**src/rtl/aes_pkg.sv**
```systemverilog
// Shared AES definitions for the MixColumns stage.
// Block/column widths, GF(2^8) xtime helper and FSM state encoding.
package aes_pkg;

    localparam int AES_BLK_W = 128;
    localparam int AES_COL_W = 32;

    typedef enum logic [1:0] {
        IDLE,
        BUSY,
        DONE
    } mixcol_state_t;

    function automatic logic [7:0] xtime(input logic [7:0] b);
        return {b[6:0], 1'b0} ^ (b[7] ? 8'h1b : 8'h00);
    endfunction

endpackage

```
**src/rtl/mix_columns_serial_mix_single_column.sv**
```systemverilog
// Combinational MixColumns on one 32-bit column.
// Row 0 sits in the column MSB byte.
module mix_single_column
    import aes_pkg::*;
(
    input  logic [AES_COL_W-1:0] col_in,
    output logic [AES_COL_W-1:0] col_out
);

    logic [7:0] s0, s1, s2, s3;
    logic [7:0] x0, x1, x2, x3;

    assign {s0, s1, s2, s3} = col_in;
    assign x0 = xtime(s0);
    assign x1 = xtime(s1);
    assign x2 = xtime(s2);
    assign x3 = xtime(s3);

    // 3b is xtime(b)^b; each row folds one doubled and one tripled term
    always_comb begin
        col_out = {
            x0 ^ (x1 ^ s1) ^ s2 ^ s3,
            s0 ^ x1 ^ (x2 ^ s2) ^ s3,
            s0 ^ s1 ^ x2 ^ (x3 ^ s3),
            (x0 ^ s0) ^ s1 ^ s2 ^ x3
        };
    end

endmodule

```
**src/rtl/mix_columns_serial.sv**
```systemverilog
// Column-serial AES MixColumns stage, 4 compute cycles per block.
// Optional MIXCOL_BYPASS_EN adds last_round_in to pass final-round blocks unchanged.
module mix_columns_serial
    import aes_pkg::*;
#(
    parameter int DATA_W = AES_BLK_W
) (
    input  logic              clk,
    input  logic              reset,
    input  logic              valid_in,
    output logic              ready_out,
    input  logic [DATA_W-1:0] data_in,
`ifdef MIXCOL_BYPASS_EN
    input  logic              last_round_in,
`endif
    output logic              valid_out,
    input  logic              ready_in,
    output logic [DATA_W-1:0] data_out
);

    localparam int COL_W = DATA_W / 4;

    if (DATA_W != AES_BLK_W) begin : g_bad_width
        $error("mix_columns_serial: DATA_W must be 128");
    end

    mixcol_state_t          state_q, state_d;
    logic [1:0]             col_cnt_q;
    logic [3:0][COL_W-1:0]  buf_q;
    logic [3:0][COL_W-1:0]  dout_q;
    logic [COL_W-1:0]       col_sel;
    logic [COL_W-1:0]       col_mix;
    logic [COL_W-1:0]       col_res;
    logic                   load;

    // column c lives at packed index 3-c, i.e. ~col_cnt
    assign col_sel  = buf_q[~col_cnt_q];
    assign data_out = dout_q;

    mix_single_column u_mix (
        .col_in  (col_sel),
        .col_out (col_mix)
    );

`ifdef MIXCOL_BYPASS_EN
    logic last_q;

    // final round has no MixColumns: forward the buffered column as is
    assign col_res = last_q ? col_sel : col_mix;

    // capture the bypass flag alongside each accepted block
    always_ff @(posedge clk or posedge reset) begin
        if (reset) begin
            last_q <= 1'b0;
        end else if (load) begin
            last_q <= last_round_in;
        end
    end
`else
    assign col_res = col_mix;
`endif

    // state register
    always_ff @(posedge clk or posedge reset) begin
        if (reset) begin
            state_q <= IDLE;
        end else begin
            state_q <= state_d;
        end
    end

    // next state, input-side ready and block load strobe
    always_comb begin
        state_d   = state_q;
        ready_out = 1'b0;
        load      = 1'b0;
        unique case (state_q)
            IDLE: begin
                ready_out = 1'b1;
                if (valid_in) begin
                    load    = 1'b1;
                    state_d = BUSY;
                end
            end
            BUSY: begin
                if (col_cnt_q == 2'd3) begin
                    state_d = DONE;
                end
            end
            DONE: begin
                ready_out = ready_in;
                if (ready_in) begin
                    if (valid_in) begin
                        load    = 1'b1;
                        state_d = BUSY;
                    end else begin
                        state_d = IDLE;
                    end
                end
            end
            default: begin
                state_d = IDLE;
            end
        endcase
    end

    // input buffer, column counter, result register and output valid
    always_ff @(posedge clk or posedge reset) begin
        if (reset) begin
            buf_q     <= '0;
            col_cnt_q <= 2'd0;
            dout_q    <= '0;
            valid_out <= 1'b0;
        end else begin
            if (load) begin
                buf_q     <= data_in;
                col_cnt_q <= 2'd0;
            end
            if (state_q == BUSY) begin
                dout_q[~col_cnt_q] <= col_res;
                col_cnt_q          <= col_cnt_q + 2'd1;
                if (col_cnt_q == 2'd3) begin
                    valid_out <= 1'b1;
                end
            end
            if (state_q == DONE && ready_in) begin
                valid_out <= 1'b0;
            end
        end
    end

endmodule

```
**config.mk**
```make
export PLATFORM = sky130hd
export DESIGN_NAME = mix_columns_serial
export DESIGN_NICKNAME = d
export VERILOG_FILES = /design/src/rtl/aes_pkg.sv /design/src/rtl/mix_columns_serial_mix_single_column.sv /design/src/rtl/mix_columns_serial.sv
export SDC_FILE = /design/constraint.sdc
export NUM_CORES = 1
export LEC_CHECK = 0
export CAP_MARGIN = 0
export CORE_ASPECT_RATIO = 0.6
export CORE_MARGIN = 5
export CORE_UTILIZATION = 25
export CTS_BUF_LIST = sky130_fd_sc_hd__clkbuf_8
export CTS_CLUSTER_DIAMETER = 120
export DETAILED_ROUTE_END_ITERATION = 8
export GPL_ROUTABILITY_DRIVEN = 0
export HOLD_SLACK_MARGIN = 0.08
export PLACE_DENSITY = 0.56
export SLEW_MARGIN = 15
export SYNTH_ARGS = -nofsm -noshare
export SYNTH_HDL_FRONTEND = slang
export SYNTH_SLANG_ARGS = --single-unit
```
**constraint.sdc**
```tcl
create_clock -name clk -period 10.2 [get_ports clk]
set_clock_uncertainty 0.2 [all_clocks]
set_input_delay 1.53 -clock clk [delete_from_list [all_inputs] [get_ports clk]]
set_output_delay 1.53 -clock clk [all_outputs]
set_load 0.1 [all_outputs]
```
==> results.json <==
{
  "synth_seq_cells": 261,
  "drc_errors": 0,
  "synthXorXnorAreaFrac_pct": 10.2,
  "syn_to_final_growth_pct": 36.1,
  "relSlewSlack_pct": 29.8,
  "hold_buffers": 0,
  "synth_top_area_cell": "dfrtp_1",
  "io_pins": 262,
  "drt_first_iter_violations": 405,
  "synthTopCellsByArea": "dfrtp_1, mux2_2, mux4_2, xnor2_1, nand2_1",
  "portBuffers": 261,
  "grt-ovfl-total": 0,
  "cts.sinks": 261,
  "grt_pass1_vias": 7935,
  "r2r_start": "col_cnt_q[0]",
  "maxCapViolCount": 0,
  "route.met3.wl_um": 2640,
  "arrival_ps": 3660,
  "yosys.area_share.adder_pct": 0.439,
  "hold_viol": 0,
  "synth.distinct_cells": 25,
  "cts_setup_buffers": 0,
  "ys_seq_area_share_pct": 57.4,
  "detail_route.wl_per_cell_um": 19.6,
  "synth_top_family_by_area": "multiplexers",
  "fmax_ghz": 0.185,
  "cts_tree": "done",
  "first_pass_iters": 4,
  "drive_gt1_share_pct": 22.5,
  "syn_inst": 865,
  "netlist_area_sq_um": 11400,
  "ant_nets": 0,
  "h-tree-depth": 2,
  "synthMuxAreaShare_pct": 19.0,
  "cp-startpoint": "ready_in",
  "grt_max_degree": 138,
  "cts-root-buf": "clkbuf_8",
  "outcome": "completed",
  "routed_wirelength_um": 34300,
  "coreArea_sq_um": 44900,
  "clk_path_buf_depth": 3,
  "slew_viol_final": 0,
  "grt_antenna_before_repair": 6,
  "yosys_warnings": 0,
  "die_area_sq_um": 50100,
  "cp.required_ps": 8470,
  "maxUsedRoutingLayer": "met5",
  "post-route-period-util_pct": 52.9,
  "hold_path.class": "flop to flop",
  "start_util_pct": 25.4,
  "dp_hpwl_um": 25500,
  "fin_cells": 1748,
  "end_kind": "output port",
  "syn_nets": 1001,
  "tns_ps": 0,
  "pre_cts_slack_ps": 4840,
  "synthSimpleGateAreaFrac_pct": 4.72,
  "place_inst": 1673,
  "die_h_um": 175,
  "grt_pass1_wl_um": 51400,
  "nets": 1264,
  "worst_pin_slew_ps": 1050,
  "startpoint_type": "input port",
  "met2_length_um": 14800,
  "clk_pin_slew_ps": 60,
  "setup_slack_ps": 4810,
  "insertion_delay_ps": 570,
  "dieWidth_um": 286,
  "critPathMaxFanout": 3,
  "cts_buffers": 42,
  "viasPerCell": 4.32,
  "cts_resized": 0,
  "rsz0062_at_grt": "no",
  "met1Wirelength_um": 16300,
  "grt_use_total_pct": 13.5,
  "hold_slack_ps": 280,
  "holdCritStartpoint": "data_out[50]",
  "fin_crit_ps": 5390,
  "synth_compound_area_share_pct": 5.95,
  "finalSetupViolations": 0,
  "synth.avg_cell_area_sq_um": 13.2,
  "critical_path_class": "input port to output port",
  "rows": 60,
  "netlist.area_leader.share_pct": 57.4,
  "via_count": 7544
}
layout make-up:
| cell class | count | area, sq um |
|---|---|---|
| fillers | 4464 | 29400 |
| flip-flops and latches | 261 | 6530 |
| multi-input cells | 549 | 4600 |
| repair buffers | 270 | 2690 |
| clock buffers | 54 | 743 |
| well taps | 589 | 737 |
| clock inverters | 20 | 169 |
| inverters | 4 | 22.5 |
| diodes | 1 | 2.50 |
synthesized netlist by cell type, drive strengths merged:
master and instances:
inv 4, nand2 136, nand2b 1, buf 12
xor2 21, a21oi 2, nor2 1, ha 4
dfrtp 261, nand3 1, xnor2 88, nor2b 1
o31ai 1, mux2 128, o21ai 132, mux4 32
and2 1, clkbuf 39
cells in the final DEF (no fill, tap or decap), drive strengths merged:
cell type      netlist  routed
clkdlybuf4s50        0     261
dfrtp              261     261
nand2              136     136
o21ai              132     132
mux2               128     128
xnor2               88      88
clkbuf              39      54
mux4                32      32
xor2                21      21
inv                  4      17
buf                 12       9
ha                   4       4
bufinv               0       3
clkinv               0       3
a21oi                2       2
diode                0       1
nor2b                1       1
and2                 1       1
nor2                 1       1
o31ai                1       1
nand2b               1       1
nand3                1       1
clkinvlp             0       1
metal layers:
metal	track usage (%)	up-vias
li1	-	3510
met3	4.24	50
met1	19.5	3746
met2	20.1	228
met4	2.64	10
met5	0	-
stage by stage:
step | area (sq um) | utilization [%]
2_1_floorplan | 11400 | -
5_1_grt | 15500 | 34.5
3_3_place_gp | 14600 | 32.5
3_5_place_dp | 14600 | 32.5
4_1_cts | 15500 | 34.5
6_report | 15500 | 34.5
flip-flops by register name (all words and copies together), names as in the netlist:
signal / cells
buf_q: 128
data_out: 128
col_cnt_q: 2
state_q: 2
valid_out: 1
critical path, stage by stage:
cell	delay, ps
clkdlybuf4s50_1	500
inv_1	70
a21oi_1	330
clkdlybuf4s50_1	1220
final timing paths:
path                                      to  slack (ps)  cells after the start
worst min register to register  data_out[50]         280                      2
max in group asynchronous           buf_q[5]        7160                      3
worst max register to register  data_out[20]        6800                      6
worst min-delay path            data_out[50]         280                      2
min in group asynchronous       data_out[23]        1320                      2
worst max-delay path               ready_out        4810                      4
kinds of logic after synthesis:
kind of cell / after synthesis
AOI/OAI and AO/OA: 135
muxes: 160
DFF: 261
xor gates and xnor gates: 109
adders and majority gates: 4
buffers and inverters: 55
and+or+nand+nor: 141
Power is left out: the tool's default activity adds up to more than one toggle a clock period on the data nets, which glitch-free logic cannot reach.
